===== src/rtl/uart_tx_sched_pkg.sv =====
// rtl/uart_tx_sched_pkg.sv - shared types and constants for the UART transmit scheduler
// Contents:
//   sched_state_t : scheduler FSM states (IDLE, ISSUE, WAIT_DONE, GAP)
//   GAP_CNT_W     : width of the inter-byte guard gap counter
package uart_tx_sched_pkg;

   typedef enum logic [1:0] {
      IDLE      = 2'd0,
      ISSUE     = 2'd1,
      WAIT_DONE = 2'd2,
      GAP       = 2'd3
   } sched_state_t;

   localparam int GAP_CNT_W = 16;

endpackage


===== src/rtl/rr_arbiter.sv =====
// rtl/rr_arbiter.sv - combinational round-robin arbiter
// Ports:
//   req       : request vector, one bit per requester
//   ptr       : index of the previous winner; search starts at ptr+1
//   en        : when low, no grant is produced
//   grant     : one-hot grant vector
//   grant_idx : index of the granted requester
//   any_grant : high when some requester is granted
module rr_arbiter #(
   parameter int NUM_REQ = 4,
   localparam int IDX_W = $clog2(NUM_REQ)
) (
   input  logic [NUM_REQ-1:0] req,
   input  logic [IDX_W-1:0]   ptr,
   input  logic               en,
   output logic [NUM_REQ-1:0] grant,
   output logic [IDX_W-1:0]   grant_idx,
   output logic               any_grant
);

   logic [IDX_W-1:0] cand;

   // Walk the ring from ptr+1 back around to ptr itself; the first hit wins.
   always_comb begin
      grant     = '0;
      grant_idx = '0;
      any_grant = 1'b0;
      cand      = '0;
      for (int i = 1; i <= NUM_REQ; i++) begin
         cand = IDX_W'((int'(ptr) + i) % NUM_REQ);
         if (en && !any_grant && req[cand]) begin
            any_grant   = 1'b1;
            grant[cand] = 1'b1;
            grant_idx   = cand;
         end
      end
   end

endmodule


===== src/rtl/uart_tx_sched.sv =====
// rtl/uart_tx_sched.sv - round-robin scheduler sharing one UART byte transmitter
// Optional feature macro: UART_TX_SCHED_LOCK_EN (message lock on req_last)
// Ports:
//   clk, rst           : system clock, synchronous active-high reset
//   req_valid/ready    : per-requester byte handshake (ready is one-hot)
//   req_data           : requester i byte at bits [8i+7:8i]
//   req_last           : end-of-message marker, only used with the lock feature
//   tx_start/tx_data   : request to the transmitter with the latched byte
//   tx_busy            : transmitter busy
//   grant_id           : index of the last granted requester
//   active             : high whenever the scheduler is not in IDLE
module uart_tx_sched
   import uart_tx_sched_pkg::*;
#(
   parameter int NUM_REQ    = 4,
   parameter int GAP_CYCLES = 16,
   localparam int IDX_W = $clog2(NUM_REQ)
) (
   input  logic                 clk,
   input  logic                 rst,
   input  logic [NUM_REQ-1:0]   req_valid,
   input  logic [NUM_REQ*8-1:0] req_data,
   input  logic [NUM_REQ-1:0]   req_last,
   output logic [NUM_REQ-1:0]   req_ready,
   output logic                 tx_start,
   output logic [7:0]           tx_data,
   input  logic                 tx_busy,
   output logic [IDX_W-1:0]     grant_id,
   output logic                 active
);

   sched_state_t         state;
   logic [IDX_W-1:0]     ptr;
   logic [GAP_CNT_W-1:0] gap_cnt;
   logic [NUM_REQ-1:0]   lock_mask;
   logic [NUM_REQ-1:0]   grant;
   logic [IDX_W-1:0]     win_idx;
   logic                 any_grant;
   logic [7:0]           win_data;

`ifdef UART_TX_SCHED_LOCK_EN
   logic             lock_valid;
   logic [IDX_W-1:0] lock_id;

   // While a message is in flight only its owner may be considered.
   always_comb begin
      lock_mask = '1;
      if (lock_valid) begin
         lock_mask          = '0;
         lock_mask[lock_id] = 1'b1;
      end
   end
`else
   logic unused_last;
   assign unused_last = ^req_last;
   assign lock_mask   = '1;
`endif

   rr_arbiter #(.NUM_REQ(NUM_REQ)) u_arb (
      .req       (req_valid & lock_mask),
      .ptr       (ptr),
      .en        ((state == IDLE) && !rst),
      .grant     (grant),
      .grant_idx (win_idx),
      .any_grant (any_grant)
   );

   // Arbiter is disabled outside IDLE and during reset, so grant doubles as ready.
   assign req_ready = grant;

   always_comb begin
      win_data = '0;
      for (int i = 0; i < NUM_REQ; i++) begin
         if (grant[i]) begin
            win_data = req_data[8*i +: 8];
         end
      end
   end

   always_ff @(posedge clk) begin
      if (rst) begin
         state    <= IDLE;
         ptr      <= IDX_W'(NUM_REQ - 1);
         gap_cnt  <= '0;
         tx_start <= 1'b0;
         tx_data  <= '0;
         grant_id <= '0;
         active   <= 1'b0;
`ifdef UART_TX_SCHED_LOCK_EN
         lock_valid <= 1'b0;
         lock_id    <= '0;
`endif
      end else begin
         case (state)
            IDLE: begin
               if (any_grant) begin
                  tx_data  <= win_data;
                  grant_id <= win_idx;
                  ptr      <= win_idx;
                  tx_start <= 1'b1;
                  active   <= 1'b1;
                  state    <= ISSUE;
`ifdef UART_TX_SCHED_LOCK_EN
                  lock_valid <= !req_last[win_idx];
                  lock_id    <= win_idx;
`endif
               end
            end
            ISSUE: begin
               // Busy already high on entry still gives a one-cycle start pulse.
               if (tx_busy) begin
                  tx_start <= 1'b0;
                  state    <= WAIT_DONE;
               end
            end
            WAIT_DONE: begin
               if (!tx_busy) begin
                  if (GAP_CYCLES > 0) begin
                     gap_cnt <= '0;
                     state   <= GAP;
                  end else begin
                     active <= 1'b0;
                     state  <= IDLE;
                  end
               end
            end
            GAP: begin
               if (gap_cnt == GAP_CNT_W'(GAP_CYCLES - 1)) begin
                  active <= 1'b0;
                  state  <= IDLE;
               end else begin
                  gap_cnt <= gap_cnt + 1'b1;
               end
            end
            default: begin
               state <= IDLE;
            end
         endcase
      end
   end

endmodule

===== config.mk =====
export PLATFORM = sky130hd
export DESIGN_NAME = uart_tx_sched
export DESIGN_NICKNAME = d
export VERILOG_FILES = /design/src/rtl/uart_tx_sched_pkg.sv /design/src/rtl/rr_arbiter.sv /design/src/rtl/uart_tx_sched.sv
export SDC_FILE = /design/constraint.sdc
export NUM_CORES = 1
export LEC_CHECK = 0
export CAP_MARGIN = 5
export CORE_MARGIN = 1
export CORE_UTILIZATION = 25
export DETAILED_ROUTE_END_ITERATION = 7
export SYNTH_ARGS = -nofsm -noshare
export SYNTH_HDL_FRONTEND = slang
export SYNTH_HIERARCHICAL = 1
export SYNTH_SLANG_ARGS = --single-unit

===== constraint.sdc =====
create_clock -name clk -period 4 [get_ports clk]
set_clock_uncertainty 0.2 [all_clocks]
set_input_delay 0.8 -clock clk [delete_from_list [all_inputs] [get_ports clk]]
set_output_delay 0.8 -clock clk [all_outputs]
set_load 0.005 [all_outputs]

Word level (Yosys, flattened, before mapping)

Cells that the tools add are included.

Add/subtract/negate cells: 5
Multipliers: 0
Div/mod/pow operators: 0
$lt $le $gt $ge: 8
Equal/unequal tests: 9
Shift operators: 0
Mux-type cells: 45
Bitwise logic cells: 3
Reduce and logical (&&, ||, !) cells: 25

Operator list:

| cell                                                                                | number |
|---|---|
| 16-bit 2-to-1 mux                                                                   | 2 |
| 8-bit 2-to-1 mux                                                                    | 4 |
| 16-bit one-hot mux with 2 select lines                                              | 1 |
| 16-bit by 1-bit adder with 16-bit output, second input constant                     | 1 |
| 16-bit by 4-bit == test with 1-bit output, second input constant                    | 1 |
| 2-bit 2-to-1 mux                                                                    | 8 |
| 4-bit 2-to-1 mux                                                                    | 4 |
| 1-bit 2-to-1 mux                                                                    | 15 |
| 1-bit logical AND                                                                   | 12 |
| 2-bit by 3-bit < comparator with 1-bit output, second input constant                | 4 |
| 4-bit OR                                                                            | 3 |
| 2-bit != test, second input constant                                                | 5 |
| 3-bit AND reduction                                                                 | 3 |
| 1-bit binary-select mux with 2-bit select                                           | 4 |
| 1-bit demux with 2-bit select                                                       | 4 |
| 2-bit by 1-bit greater-or-equal comparator with 1-bit output, second input constant | 4 |
| 2-bit one-hot mux with 4 select lines                                               | 1 |
| 2-bit nonzero test                                                                  | 3 |
| 2-bit by 1-bit adder with 2-bit output, second input constant                       | 2 |
| 2-bit adder, second input constant                                                  | 2 |
| 2-bit == test, second input constant                                                | 2 |
| 1-bit logical NOT                                                                   | 4 |
| 1-bit one-hot mux with 2 select lines                                               | 2 |
| 4-bit AND reduction                                                                 | 1 |
| other kinds (3)                                                                     | 3 |

Flip-flop bits (word level): 32
Bits in latches: 0
RAM bits: 0
ROM bits: 0
Output and inout port bits: 16
Memories kept: 0

Longest topological paths before layout

Gate-level depths: netlist (run 1).

Depth in word-level cells: 21
Gate-level depth with buffers: 14
Depth with buffers taken out: 11

Cells and area by module

Netlist (run 1), hierarchy kept.

By module, submodules not included:

| module        | times used | cells each | area each (µm²) |
|---|---|---|---|
| uart_tx_sched | 1          | 226        | 1823.0 |
| rr_arbiter    | 1          | 70         | 554.3 |

Worst setup path before layout (run 1)

OpenSTA, ideal clock, no wires.

Path kind: register to register
Start point: register ptr[0]
End point: register tx_data[0]
Library setup time: 0.078 ns
Data arrival time: 3.035 ns
Required time: 3.722 ns
Setup slack: 0.687 ns
Cell stages (with the launch flop): 13
Period minus slack after synthesis: 3.313 ns
Cell sequence: dfxtp_1 > clkbuf_4 > inv_2 > ha_1 > mux2_2 > nor3b_1 > o21ai_1 > o2bb2ai_1 > clkbuf_1 > a221oi_1 > nor3_1 > a211oi_1 > nor3_1

RTL lines:

| what                                                                                                   | RTL line            | source |
|---|---|---|
| from (decl)                                                                                            | uart_tx_sched.sv:33 | `logic [IDX_W-1:0] ptr;` |
| from (signal assigned)                                                                                 | uart_tx_sched.sv:83 | `ptr <= IDX_W'(NUM_REQ - 1);` |
| from (signal assigned)                                                                                 | uart_tx_sched.sv:99 | `ptr <= win_idx;` |
| parallel branches: the longest is 16 deep, another holds 2-bit by 3-bit < comparator with 1-bit output | -                   |  |
| 4-bit 2-to-1 mux *                                                                                     | rr_arbiter.sv:31    | `if (en && !any_grant && req[cand]) begin` |
| net req_ready[2]                                                                                       | uart_tx_sched.sv:24 | `output logic [NUM_REQ-1:0] req_ready,` |
| 8-bit 2-to-1 mux * (2 in a row)                                                                        | uart_tx_sched.sv:74 | `if (grant[i]) begin` |
| to (signal assigned)                                                                                   | uart_tx_sched.sv:97 | `tx_data <= win_data;` |
| to (decl)                                                                                              | uart_tx_sched.sv:26 | `output logic [7:0] tx_data,` |

Mark *: on every way through the listed nets, which the timed path passes. The select of a mux whose other input is x is not followed.
A chain may end at the register's enable or synchronous reset.

Worst setup path after layout (run 1)

Start point: input port req_valid[3]
End point: output port req_ready[3]

Word-level cells in the longest chain between the ends: 16

Ends and longest elaborated chain:

| what                                      | RTL line            | source |
|---|---|---|
| from (decl)                               | uart_tx_sched.sv:21 | `input logic [NUM_REQ-1:0] req_valid,` |
| 1-bit binary-select mux with 2-bit select | rr_arbiter.sv:31    |  |
| 1-bit 2-to-1 mux (implied by the code)    | rr_arbiter.sv:31    |  |
| 1-bit logical AND                         | rr_arbiter.sv:31    |  |
| 1-bit 2-to-1 mux                          | rr_arbiter.sv:31    |  |
| 1-bit logical NOT                         | rr_arbiter.sv:31    |  |
| 1-bit logical AND (2 in a row)            | rr_arbiter.sv:31    |  |
| 1-bit 2-to-1 mux                          | rr_arbiter.sv:31    |  |
| 1-bit logical NOT                         | rr_arbiter.sv:31    |  |
| 1-bit logical AND (2 in a row)            | rr_arbiter.sv:31    |  |
| 1-bit 2-to-1 mux                          | rr_arbiter.sv:31    |  |
| 1-bit logical NOT                         | rr_arbiter.sv:31    |  |
| 1-bit logical AND (2 in a row)            | rr_arbiter.sv:31    |  |
| 4-bit 2-to-1 mux *                        | rr_arbiter.sv:31    |  |
| to (decl)                                 | uart_tx_sched.sv:24 |  |

Mark *: on every way between the ends. The rest lies on a longest branch, timed or not. The select of a mux whose other input is x is not followed.

==> reports/results.md, run 1 <==
| Stage | Quantity | Reported |
|:---|:---|:---|
| drt | Routed length per placed instance | 12.9 um |
| place | Estimated wirelength of the detail-placed design | 4.65 mm |
| job | Max-cap viol count | 0 |
| cells and area | Layout-stage area growth over the synthesis result | 33.9% |
| cells and area | Antenna cell count | 0 |
| setup path | Crit path max-delay cell type | sky130_fd_sc_hd__clkdlybuf4s50_1 |
| clock tree | CTS Sinks | 32 |
| synthesis | Mapped Cells | 296 |
| floorplanning | Die Footprint | 9900 um2 |
| synthesis | Average cell area after synthesis | 8.03 um2 |
| drt | Post-route DRC | 0 |
| setup path | Most used cell along the critical path | sky130_fd_sc_hd__clkdlybuf4s50_1 |
| drt | Mean number of vias per cell | 4.93 |
| floorplanning | I/O pins | 59 |
| sta | Post-route setup TNS | 0 ns |
| clock tree | TritonCTS Buffers | 5 |
| cells and area | Ratio of cells with drive above 1 in the final layout | 10.3% |
| global routing | GRT Resource Usage Total | 12.8% |
| status | Result of the run | complete, no violations |
| synthesis | Number of synthesized flops with an enable pin | 0 |
| clock tree | Clock-pin slew of the registers on the worst-case setup and hold paths | 0.06 ns |
| sta | Post-route fraction of the period consumed by the critical path | 96.5% |
| cells and area | Register area | 641 um2 |
| setup path | Worst setup SP type | input pin |
| global routing | Via count of the first global-routing pass | 2249 |
| place | Placed cell count | 472 |
| synthesis | Syn Std Cell Area | 2380 um2 |
| clock tree | Number of H-tree branching levels | 2 |
| sta | Final number of hold-violating endpoints | 0 |
| setup path | Cell family with most CP delay | buffers and inverters |
| place | Number of buffers inserted by port buffering | 54 |
| sta | Max Freq | 259 MHz |
| floorplanning | Die Ht | 99.5 um |
| clock tree | Clock insertion delay at the later pin of the skew report | 0.29 ns |
| clock tree | Clock root buffer | sky130_fd_sc_hd__clkbuf_8 |
| setup path | Category of the most critical setup path | in2out |
| drt | Routed vias | 2364 |
| drt | Total routed wirelength | 6.18 mm |
| worst hold path | Hold Path Class | reg2reg |
| synthesis | Synthesis-stage register bit count | 32 |
| sta | Transition time of the tightest slew-check pin | 0.649 ns |
| setup path | Worst path arrival time | 2.86 ns |
| clock tree | Post-CTS setup buffers | 0 |
| setup path | Buffering stage count on the worst path with inverters included | 2 |
| drt | DRC marker count from the first detailed-route iteration | 155 |
| synthesis | Fraction of the yosys area taken by sequential cells | 26.9% |
| drt | Total iterations of the first detailed-routing run | 4 |
| clock tree | Worst-case clock buffer depth | 2 |
| power | Maximum VDD drop | 174 uV |
| drt | Post-route antenna net violation count | 0 |
| sta | Count of final max-slew check failures | 0 |
| cells and area | Count of placed standard cells in the final layout, fillers left out | 480 |
| setup path | Largest stage delay, worst path | 0.53 ns |
| clock tree | TritonCTS clock tree | done |
| global routing | Pin count of the biggest net entering global routing | 20 |
| power | Pleak | 0.00118 uW |
| global routing | Overflow left after global routing | 0 |
| sta | Worst relative slew slack | 56.8% |
| floorplanning | Total number of placement rows | 35 |
| sta | Setup Viol. Count Final | 0 |
| floorplanning | Starting utilization of the core area | 25.7% |
| floorplanning | Width of the chip | 99.5 um |
| setup path | Ordered list of cells on the worst path | clkdlybuf4s50_1 -> mux2_2 -> nor3b_1 -> o21ai_2 -> o2bb2ai_1 -> clkdlybuf4s50_1 |
| synthesis | Async S/R FF share, synth | 0% |
| global routing | Global-route wire length before repair | 10.3 mm |
| floorplanning | Standard cell core area | 9240 um2 |
| global routing | Initial antenna violation count | 0 |
| cells and area | Net count, final | 407 |
| cells and area | Area used by multi-input combinational logic | 1600 um2 |
| cells and area | Fillcell total | 942 |
| power | Power per standard cell area | 600 nW/um2 |
| setup path | Data required time of the critical path | 3.00 ns |
| setup path | Crit Path Max Fanout | 6 |
| place | Gp weighted congestion | 0.834 |
| synthesis | Net count after synthesis | 353 |
| sta | Clock period minus final worst setup slack | 3.86 ns |
| synthesis | Post-synthesis cell type count | 53 |
| synthesis | Synth warnings | 6 |
| setup path | Endpoint kind of the worst setup timing path | primary output |
| synthesis | Synth Flop Type | sky130_fd_sc_hd__dfxtp_1 |
[sequential cells by signal, summed over array words and instances, names as in the netlist]
signal and cells:
gap_cnt 16, tx_data 8, grant_id 2, ptr 2, state 2, active 1
tx_start 1
[area by class of cell]
cell class / count / share of cell area, %
clock buffer: 7 / 3.03
clock inverter: 1 / 0.943
inverter: 12 / 1.41
multi-input combinational: 236 / 50.3
sequential: 32 / 20.1
tap: 129 / 5.07
timing repair buffer: 63 / 19.1
[stage by stage]
stage / util (%) / total power, uW / instance area, um2 / hold slack, ns / setup slack, ns
floorplan: - / 1230 / 2380 / 0.244 / 0.687
global placement: 33.0 / 1560 / 3050 / 0.251 / 0.146
detailed placement: 33.0 / 1590 / 3050 / 0.260 / 0.108
CTS: 34.4 / 1930 / 3180 / 0.282 / 0.0935
global route: 34.5 / 2070 / 3180 / 0.306 / -0.00535
finish: 34.5 / 1910 / 3180 / 0.277 / 0.141
[logic make-up (layout without fill, tap and decap cells)]
kind of cell | after synthesis | after routing | synth area share (%)
multiplexers | 15 | 15 | 8.53
buffers and inverters | 28 | 83 | 6.00
AO/OA/AOI/OAI | 97 | 97 | 26.4
flip-flops | 32 | 32 | 26.9
adder cells (fa/ha/maj) | 14 | 14 | 7.37
AND/OR/NAND/NOR | 110 | 110 | 24.8
[Yosys cell counts, types with 3 or more instances]
cell / count / area (um2)
sky130_fd_sc_hd__clkbuf_1: 9 / 33.8
sky130_fd_sc_hd__or3_1: 4 / 25.0
sky130_fd_sc_hd__ha_1: 14 / 175
sky130_fd_sc_hd__o211a_1: 3 / 30.0
sky130_fd_sc_hd__nand4_1: 3 / 18.8
sky130_fd_sc_hd__nor3_1: 15 / 75.1
sky130_fd_sc_hd__a21oi_1: 33 / 165
sky130_fd_sc_hd__a211oi_1: 3 / 22.5
sky130_fd_sc_hd__dfxtp_1: 32 / 641
sky130_fd_sc_hd__mux4_2: 3 / 67.6
sky130_fd_sc_hd__o21a_1: 4 / 30.0
sky130_fd_sc_hd__mux2i_1: 9 / 90.1
sky130_fd_sc_hd__or4_4: 4 / 45.0
sky130_fd_sc_hd__nor2_1: 13 / 48.8
sky130_fd_sc_hd__inv_1: 11 / 41.3
sky130_fd_sc_hd__a21o_1: 3 / 22.5
sky130_fd_sc_hd__a31oi_1: 3 / 18.8
sky130_fd_sc_hd__nor2b_1: 9 / 56.3
sky130_fd_sc_hd__a221oi_1: 6 / 52.6
sky130_fd_sc_hd__nand3_1: 8 / 40.0
sky130_fd_sc_hd__o2bb2ai_1: 5 / 43.8
sky130_fd_sc_hd__nand2_1: 37 / 139
sky130_fd_sc_hd__buf_6: 3 / 33.8
sky130_fd_sc_hd__o21ai_0: 23 / 115
[report_power, final]
part	internal [uW]	switching [uW]
registers	389	43.1
logic	547	595
clock network	220	118
[worst reg2reg max path: cells and delay by family (launching register included)]
kind	cells	cell delay [ns]
buffers and inverters	2	0.24
AO/OA/AOI/OAI	4	0.58
flip-flops	1	0.34
adder cells (fa/ha/maj)	1	0.42
AND/OR/NAND/NOR	4	1.00
multiplexers	1	0.41
[cells in the final DEF (no fill, tap or decap), types with 5 or more instances in the layout]
cell type and instances:
sky130_fd_sc_hd__a21oi_1 33, sky130_fd_sc_hd__a221oi_1 6, sky130_fd_sc_hd__buf_4 9, sky130_fd_sc_hd__clkbuf_8 7, sky130_fd_sc_hd__clkdlybuf4s50_1 54, sky130_fd_sc_hd__dfxtp_1 32, sky130_fd_sc_hd__ha_1 14, sky130_fd_sc_hd__inv_1 11
sky130_fd_sc_hd__mux2i_1 9, sky130_fd_sc_hd__nand2_1 37, sky130_fd_sc_hd__nand3_1 8, sky130_fd_sc_hd__nor2_1 13, sky130_fd_sc_hd__nor2b_1 9, sky130_fd_sc_hd__nor3_1 15, sky130_fd_sc_hd__o21ai_0 23, sky130_fd_sc_hd__o2bb2ai_1 5
[layer usage]
layer  track usage [%]  vias up  routed length, um
met1              15.2     1079               2880
met4              4.75        0                120
met5                 0        -                  0
met2              22.0       76               2820
li1                  -     1201                  -
met3              3.37        8                369
[worst paths after layout]
path,startpoint,to,slack (ns),depth (start not counted)
max,req_valid[3],req_ready[3],0.14,6
min,grant_id[1]$_SDFFE_PP0P_,grant_id[1]$_SDFFE_PP0P_,0.28,2
max reg2reg,ptr[0]$_SDFFE_PP1P_,tx_data[1]$_SDFFE_PP0P_,0.73,12
min reg2reg,grant_id[1]$_SDFFE_PP0P_,grant_id[1]$_SDFFE_PP0P_,0.28,2
[repair_timing]
action | 4_1_cts | 5_1_grt
endpoints found under the setup margin | 0 | 4
gates resized for setup | 0 | 2
hold buffers | 0 | 0
No activity file was read; power rests on OpenSTA's default activity.
==> run 2, diff against run 1 <==
--- a/config.mk
+++ b/config.mk
@@ -7,8 +7,9 @@
 export LEC_CHECK = 0
 export CAP_MARGIN = 5
 export CORE_MARGIN = 1
-export CORE_UTILIZATION = 25
+export CORE_UTILIZATION = 50
 export DETAILED_ROUTE_END_ITERATION = 7
+export PLACE_DENSITY = 0.81
 export SYNTH_ARGS = -nofsm -noshare
 export SYNTH_HDL_FRONTEND = slang
 export SYNTH_HIERARCHICAL = 1
==> run 2 against run 1 <==
The run now ends with DRC left. Wire length is 5.4% lower. Sequential share of layout area increased by 0.87 points. Global-route usage increased by 10 points. Final cell count fell by 16%. Sequential power about the same. Critical endpoint is now req_ready[1]. First-iteration DRC count is 16% lower. Critical path depth fell by 1. Flip-flop and latch count unchanged. Core utilization up 34 points.
==> reports/results.md, run 2 (synthesized netlist as in run 1, its figures left out) <==
| Stage | Quantity | Reported | Change |
|:---|:---|:---|:---|
| setup path | Register-to-Register Path Depth | 12 | unchanged |
| setup path | Crit. path cell count | 5 | was 6 |
| sta | Clock period minus final worst setup slack | 3.91 ns | was 3.86 ns |
| sta | Count of final max-slew check failures | 0 | unchanged |
| setup path | Most used cell along the critical path | sky130_fd_sc_hd__clkdlybuf4s50_1 | unchanged |
| clock tree | TritonCTS Buffers | 5 | unchanged |
| status | Violated checks | DRC |  |
| drt | Routed length per placed instance | 14.5 um | was 12.9 um |
| cells and area | Biggest regs | gap_cnt (16), tx_data (8) | unchanged |
| global routing | M1 GR Usage | 27.9% | was 15.2% |
| worst hold path | Hold Path Depth | 2 | unchanged |
| global routing | Global routing met2 resource utilization | 41.0% | was 22.0% |
| power | Clock network power share | 14.1% | was 17.7% |
| sta | Setup Viol. Count Final | 0 | unchanged |
| setup path | Worst setup SP type | input pin | unchanged |
| cells and area | Antenna cell count | 0 | unchanged |
| power | Internal | 1070 uW | was 1160 uW |
| drt | DRC marker count from the first detailed-route iteration | 130 | was 155 |
| sta | Transition time of the tightest slew-check pin | 0.644 ns | was 0.649 ns |
| power | Power per standard cell area | 595 nW/um2 | was 600 nW/um2 |
| global routing | Global-route wire length before repair | 9.43 mm | was 10.3 mm |
| clock tree | Clock-pin slew of the registers on the worst-case setup and hold paths | 0.06 ns | about the same |
| global routing | Initial antenna violation count | 0 | unchanged |
| sta | Max Freq | 256 MHz | was 259 MHz |
| drt | Routed vias | 2397 | was 2364 |
| place | Instance area after placement | 2950 um2 | was 3050 um2 |
| floorplanning | I/O pins | 59 | unchanged |
| global routing | Via count of the first global-routing pass | 2211 | was 2249 |
| place | Number of buffers inserted by port buffering | 54 | unchanged |
| floorplanning | Die Footprint | 5030 um2 | was 9900 um2 |
| power | Maximum VDD drop | 396 uV | was 174 uV |
| global routing | GR peak layer | met2 | unchanged |
| setup path | Crit Path Max Fanout | 12 | was 6 |
| sta | Worst relative slew slack | 57.1% | was 56.8% |
| setup path | Cell family with most CP delay | buffers and inverters | unchanged |
| global routing | Overflow left after global routing | 0 | unchanged |
| setup path | Endpoint kind of the worst setup timing path | primary output | unchanged |
| setup path | Category of the most critical setup path | in2out | unchanged |
| drt | Total iterations of the first detailed-routing run | 7 | was 4 |
| global routing | GRT Resource Usage Total | 23.2% | was 12.8% |
| worst hold path | Hold Path Class | reg2reg | unchanged |
| drt | Mean number of vias per cell | 5.96 | was 4.93 |
| drt | Total routed wirelength | 5.85 mm | was 6.18 mm |
| floorplanning | Width of the chip | 71.0 um | was 99.5 um |
| status | Result of the run | finished with violations | was complete, no violations |
| setup path | Ordered list of cells on the worst path | clkdlybuf4s50_1 -> mux4_2 -> o21a_1 -> o2bb2ai_1 -> clkdlybuf4s50_1 | was clkdlybuf4s50_1 -> mux2_2 -> nor3b_1 -> o21ai_2 -> o2bb2ai_1 -> clkdlybuf4s50_1 |
| cells and area | Most frequent cells in the layout | 54 x sky130_fd_sc_hd__clkdlybuf4s50_1, 37 x sky130_fd_sc_hd__nand2_1, 33 x sky130_fd_sc_hd__a21oi_1, 32 x sky130_fd_sc_hd__dfxtp_1, 23 x sky130_fd_sc_hd__o21ai_0 | unchanged |
| clock tree | Worst-case clock buffer depth | 2 | unchanged |
| cells and area | Layout-stage area growth over the synthesis result | 28.4% | was 33.9% |
| cells and area | Ratio of cells with drive above 1 in the final layout | 10.3% | about the same |
| global routing | Met3 Resource Use GR | 5.27% | was 3.37% |
| cells and area | Register with the most flip-flops | gap_cnt | unchanged |
| cells and area | Max FFs per register | 16 | unchanged |
| power | Pleak | 0.00116 uW | was 0.00118 uW |
| power | Reported net switching power | 752 uW | was 756 uW |
| cells and area | Most common library cell in the layout ignoring fill and taps | sky130_fd_sc_hd__clkdlybuf4s50_1 | unchanged |
| setup path | Crit path max-delay cell type | sky130_fd_sc_hd__mux4_2 | was sky130_fd_sc_hd__clkdlybuf4s50_1 |
| place | Gp weighted congestion | 0.845 | was 0.834 |
| global routing | Pin count of the biggest net entering global routing | 20 | unchanged |
| clock tree | TritonCTS clock tree | done | unchanged |
| floorplanning | Standard cell core area | 4470 um2 | was 9240 um2 |
| sta | Final-layout worst hold slack | 0.275 ns | was 0.277 ns |
| cells and area | Post-Layout Inst Area | 3050 um2 | was 3180 um2 |
| clock tree | Clock insertion delay at the later pin of the skew report | 0.29 ns | about the same |
| place | Estimated wirelength of the detail-placed design | 4.35 mm | was 4.65 mm |
| setup path | Data required time of the critical path | 3.00 ns | about the same |
| sta | Setup repair after global routing missed its margin | no |  |
| power | Comb power frac | 62.3% | was 59.8% |
| cells and area | Net count, final | 406 | was 407 |
| setup path | Buffering stage count on the worst path with inverters included | 2 | unchanged |
| clock tree | Number of H-tree branching levels | 2 | unchanged |
| power | Seq pwr share | 23.6% | was 22.6% |
| clock tree | CTS Sinks | 32 | unchanged |
| drt | Post-route antenna net violation count | 0 | unchanged |
| job | Max-cap viol count | 0 | unchanged |
| sta | Post-route fraction of the period consumed by the critical path | 97.6% | was 96.5% |
| floorplanning | Starting utilization of the core area | 53.1% | was 25.7% |
| floorplanning | Total number of placement rows | 24 | was 35 |
| setup path | Worst path arrival time | 2.91 ns | was 2.86 ns |
| power | Sw Share | 41.4% | was 39.5% |
| setup path | Largest stage delay, worst path | 0.65 ns | was 0.53 ns |
| floorplanning | Die Ht | 71.0 um | was 99.5 um |
| sta | Final number of hold-violating endpoints | 0 | unchanged |
| clock tree | Clock root buffer | sky130_fd_sc_hd__clkbuf_8 | unchanged |
| drt | Post-route DRC | 10 | was 0 |
| sta | Post-route setup TNS | 0 ns | unchanged |
-- run 2: cell types whose count changed in the layout (fill, tap and decap cells not counted), sizes merged --
cell    delta
clkinv     +2
buf        -1
bufinv     -1
clkbuf     -1
-- run 2: per-stage QoR --
| stage | worst slack (ns) | utilization (%) | power [uW] | cells |
|---|---|---|---|---|
| after floorplan | 0.687 | - | 1230 | 296 |
| after global placement | 0.136 | 65.8 | 1520 | 394 |
| after detailed placement | 0.0821 | 65.8 | 1550 | 394 |
| after CTS | 0.0820 | 67.9 | 1810 | 402 |
| after global routing | 0.0182 | 68.2 | 1960 | 402 |
| final | 0.0946 | 68.2 | 1820 | 402 |
-- run 2: final timing paths --
path,start,end,slack [ns]
setup / recovery,req_valid[0],req_ready[1],0.09
hold / removal,grant_id[0]$_SDFFE_PP0P_,grant_id[0]$_SDFFE_PP0P_,0.28
setup reg to reg,ptr[0]$_SDFFE_PP1P_,tx_data[0]$_SDFFE_PP0P_,0.74
hold reg to reg,grant_id[0]$_SDFFE_PP0P_,grant_id[0]$_SDFFE_PP0P_,0.28
-- run 2: power groups by stage --
stage                     Clock [uW]  Sequential [uW]  Combinational (uW)
after floorplan                    0              446                 782
after global placement             0              435                1090
after detailed placement           0              437                1120
after CTS                        263              430                1120
after global routing             269              438                1250
final                            257              429                1130
-- run 2: area by class of cell --
| type | count | area (um2) |
|---|---|---|
| clock buffer | 6 | 82.6 |
| clock inverter | 2 | 10.0 |
| fill | 376 | 1420 |
| inverter | 12 | 45.0 |
| multi-input combinational | 236 | 1610 |
| sequential | 32 | 641 |
| tap | 52 | 65.1 |
| timing repair buffer | 62 | 601 |
-- run 2: routing by layer --
metal,vias up,share of wire (%)
met5,-,0
met4,0,1.6
met1,1108,43
li1,1199,-
met3,10,8.2
met2,80,47
-- run 2: worst min-delay path, delay by kind of cell (launching register included) --
family,cells,cell delay (ns)
AND/OR/NAND/NOR,1,0.06
AO/OA/AOI/OAI,1,0.05
flip-flops,1,0.32
-- run 2: timing repair --
item | CTS | global route
setup buffers | 0 | 0
gates resized for setup | 0 | 3
hold endpoints to repair | 0 | 0
hold buffers | 0 | 0
setup endpoints to repair | 0 | 4
==> run 3, diff against run 2 <==
--- a/config.mk
+++ b/config.mk
@@ -5,11 +5,9 @@
 export SDC_FILE = /design/constraint.sdc
 export NUM_CORES = 1
 export LEC_CHECK = 0
-export CAP_MARGIN = 5
 export CORE_MARGIN = 1
-export CORE_UTILIZATION = 50
+export CORE_UTILIZATION = 30
 export DETAILED_ROUTE_END_ITERATION = 7
-export PLACE_DENSITY = 0.81
 export SYNTH_ARGS = -nofsm -noshare
 export SYNTH_HDL_FRONTEND = slang
 export SYNTH_HIERARCHICAL = 1
==> constraint.sdc (replaced) <==
create_clock -name clk -period 4 [get_ports clk]
set_clock_uncertainty 0.2 [all_clocks]
set_input_delay 0.6 -clock clk [delete_from_list [all_inputs] [get_ports clk]]
set_output_delay 0.6 -clock clk [all_outputs]
set_load 0.005 [all_outputs]
==> run 3 against run 2 <==
The flow now finishes without violations. Core utilization is 28 points lower. Sequential share of layout area decreased by 0.50 points. Final cell count increased by 13%. Sequential power about the same. First-iteration DRC count is 68% higher. Maximum frequency is 3.6% higher. Register-to-register slack got worse by 0.11 ns. Total power grew 3.1%. Clock power up 19%. Hold slack improved by 0.0075 ns. Largest power group unchanged. Highest routed layer unchanged.
==> reports/results.md, run 3 (synthesized netlist as in run 1, its figures left out) <==
| Stage | Quantity | Reported | Change |
|:---|:---|:---|:---|
| cells and area | Layout-stage area growth over the synthesis result | 31.5% | was 28.4% |
| sta | Setup repair after global routing missed its margin | no | unchanged |
| cells and area | Most frequent cells in the layout | 54 x sky130_fd_sc_hd__clkdlybuf4s50_1, 37 x sky130_fd_sc_hd__nand2_1, 33 x sky130_fd_sc_hd__a21oi_1, 32 x sky130_fd_sc_hd__dfxtp_1, 23 x sky130_fd_sc_hd__o21ai_0 | unchanged |
| clock tree | TritonCTS Buffers | 5 | unchanged |
| sta | Post-route setup TNS | 0 ns | unchanged |
| power | Maximum VDD drop | 207 uV | was 396 uV |
| place | Gp weighted congestion | 0.795 | was 0.845 |
| cells and area | Biggest regs | gap_cnt (16), tx_data (8) | unchanged |
| global routing | Via count of the first global-routing pass | 2137 | was 2211 |
| global routing | GRT Resource Usage Total | 15.5% | was 23.2% |
| setup path | Category of the most critical setup path | reg2out | was in2out |
| clock tree | Number of H-tree branching levels | 2 | unchanged |
| sta | Max Freq | 265 MHz | was 256 MHz |
| sta | Clock period minus final worst setup slack | 3.77 ns | was 3.91 ns |
| clock tree | Worst-case clock buffer depth | 2 | unchanged |
| clock tree | CTS Sinks | 32 | unchanged |
| place | Number of buffers inserted by port buffering | 54 | unchanged |
| clock tree | Post-CTS setup buffers | 0 | unchanged |
| job | Max-cap viol count | 0 | unchanged |
| cells and area | Antenna cell count | 0 | unchanged |
| sta | Post-route fraction of the period consumed by the critical path | 94.3% | was 97.6% |
| sta | Setup Viol. Count Final | 0 | unchanged |
| floorplanning | Total number of placement rows | 32 | was 24 |
| status | Result of the run | complete, no violations | was finished with violations |
| drt | Routed length per placed instance | 13.9 um | was 14.5 um |
| drt | Post-route antenna net violation count | 0 | unchanged |
| cells and area | Ratio of cells with drive above 1 in the final layout | 9.69% | was 10.3% |
| drt | Mean number of vias per cell | 5.16 | was 5.96 |
| drt | Post-route DRC | 0 | was 10 |
| place | Instance area after placement | 3020 um2 | was 2950 um2 |
| cells and area | Post-Layout Inst Area | 3130 um2 | was 3050 um2 |
| drt | Total routed wirelength | 6.28 mm | was 5.85 mm |
| cells and area | Register with the most flip-flops | gap_cnt | unchanged |
| setup path | Worst path arrival time | 2.97 ns | was 2.91 ns |
| floorplanning | Die Footprint | 8280 um2 | was 5030 um2 |
| clock tree | Count of hold-fix buffers inserted at cts | 0 | unchanged |
| power | Overall power of the completed layout | 1870 uW | was 1820 uW |
| sta | Final number of hold-violating endpoints | 0 | unchanged |
| drt | DRC marker count from the first detailed-route iteration | 219 | was 130 |
| clock tree | Clock root buffer | sky130_fd_sc_hd__clkbuf_8 | unchanged |
| setup path | Data required time of the critical path | 3.20 ns | was 3.00 ns |
| global routing | Overflow left after global routing | 0 | unchanged |
| sta | Final-layout worst hold slack | 0.283 ns | was 0.275 ns |
| sta | Final setup slack of the worst path | 0.229 ns | was 0.0946 ns |
| floorplanning | Standard cell core area | 7690 um2 | was 4470 um2 |
| global routing | Global-route wire length before repair | 10.5 mm | was 9.43 mm |
| clock tree | Clock insertion delay at the later pin of the skew report | 0.29 ns | about the same |
| sta | Transition time of the tightest slew-check pin | 0.699 ns | was 0.644 ns |
| cells and area | Net count, final | 407 | was 406 |
| drt | Routed vias | 2338 | was 2397 |
| power | Power per standard cell area | 599 nW/um2 | was 595 nW/um2 |
| worst hold path | Hold Path Class | reg2reg | unchanged |
| clock tree | Post-cts repair resize count | 0 | unchanged |
| setup path | Endpoint kind of the worst setup timing path | primary output | unchanged |
| power | Pleak | 0.00117 uW | was 0.00116 uW |
| global routing | Pin count of the biggest net entering global routing | 20 | unchanged |
| sta | Worst relative slew slack | 53.4% | was 57.1% |
| sta | Count of final max-slew check failures | 0 | unchanged |
| cells and area | Most common library cell in the layout ignoring fill and taps | sky130_fd_sc_hd__clkdlybuf4s50_1 | unchanged |
| place | Placement Setup Slack | 0.333 ns | was 0.0821 ns |
| clock tree | Clock-pin slew of the registers on the worst-case setup and hold paths | 0.07 ns | was 0.06 ns |
| setup path | Crit Path Max Fanout | 6 | was 12 |
| drt | Total iterations of the first detailed-routing run | 4 | was 7 |
| cells and area | Max FFs per register | 16 | unchanged |
| floorplanning | Starting utilization of the core area | 30.9% | was 53.1% |
| setup path | Worst setup SP type | register | was input pin |
| floorplanning | Die Ht | 91.0 um | was 71.0 um |
| floorplanning | I/O pins | 59 | unchanged |
| global routing | Initial antenna violation count | 0 | unchanged |
| floorplanning | Width of the chip | 91.0 um | was 71.0 um |
| place | Estimated wirelength of the detail-placed design | 4.76 mm | was 4.35 mm |
| clock tree | TritonCTS clock tree | done | unchanged |
==> run 3: cell count changes in the layout (fill, tap and decap cells not counted), sizes merged <==
| cell | delta |
|---|---|
| clkinvlp | +1 |
| clkinv | -1 |
| clkbuf | -1 |
| buf | +1 |
| bufinv | +1 |
==> run 3: path summary, 6_finish.rpt <==
kind / startpoint / end / slack (ns) / cells past startpoint
min: grant_id[0]$_SDFFE_PP0P_ / grant_id[0]$_SDFFE_PP0P_ / 0.28 / 2
max reg2reg: ptr[0]$_SDFFE_PP1P_ / tx_data[1]$_SDFFE_PP0P_ / 0.63 / 11
max: ptr[0]$_SDFFE_PP1P_ / req_ready[0] / 0.23 / 7
min reg2reg: grant_id[0]$_SDFFE_PP0P_ / grant_id[0]$_SDFFE_PP0P_ / 0.28 / 2
==> run 3: through the flow <==
stage               util, %  cells
finish                 40.7    453
global route           40.7    453
CTS                    40.7    453
detailed placement     39.2    445
global placement       39.2    445
floorplan                 -    296
==> run 3: layout make-up <==
class | instances | area, um2
Fill cell | 799 | 4560
Multi-Input combinational cell | 236 | 1590
Sequential cell | 32 | 641
Timing Repair Buffer | 63 | 608
Tap cell | 102 | 128
Clock buffer | 5 | 68.8
Inverter | 12 | 45.0
Clock inverter | 3 | 42.5
==> run 3: per-layer routing <==
layer	track usage [%]	wire length (um)
met1	20.5	3040
met2	25.6	2840
met3	3.02	335
met4	3.97	65
met5	0	0
==> run 3: where the power goes <==
group          internal (uW)  total (uW)  switching [uW]
Sequential               388         431            42.6
Combinational            542        1140             595
Clock                    184         305             121
==> run 3: critical path, stage by stage, from the launching register on <==
cell	delay (ns)
sky130_fd_sc_hd__dfxtp_1	0.34
sky130_fd_sc_hd__inv_2	0.08
sky130_fd_sc_hd__ha_1	0.40
sky130_fd_sc_hd__mux2_2	0.41
sky130_fd_sc_hd__nor3b_1	0.29
sky130_fd_sc_hd__o21ai_1	0.15
sky130_fd_sc_hd__o2bb2ai_1	0.42
sky130_fd_sc_hd__clkdlybuf4s50_1	0.59
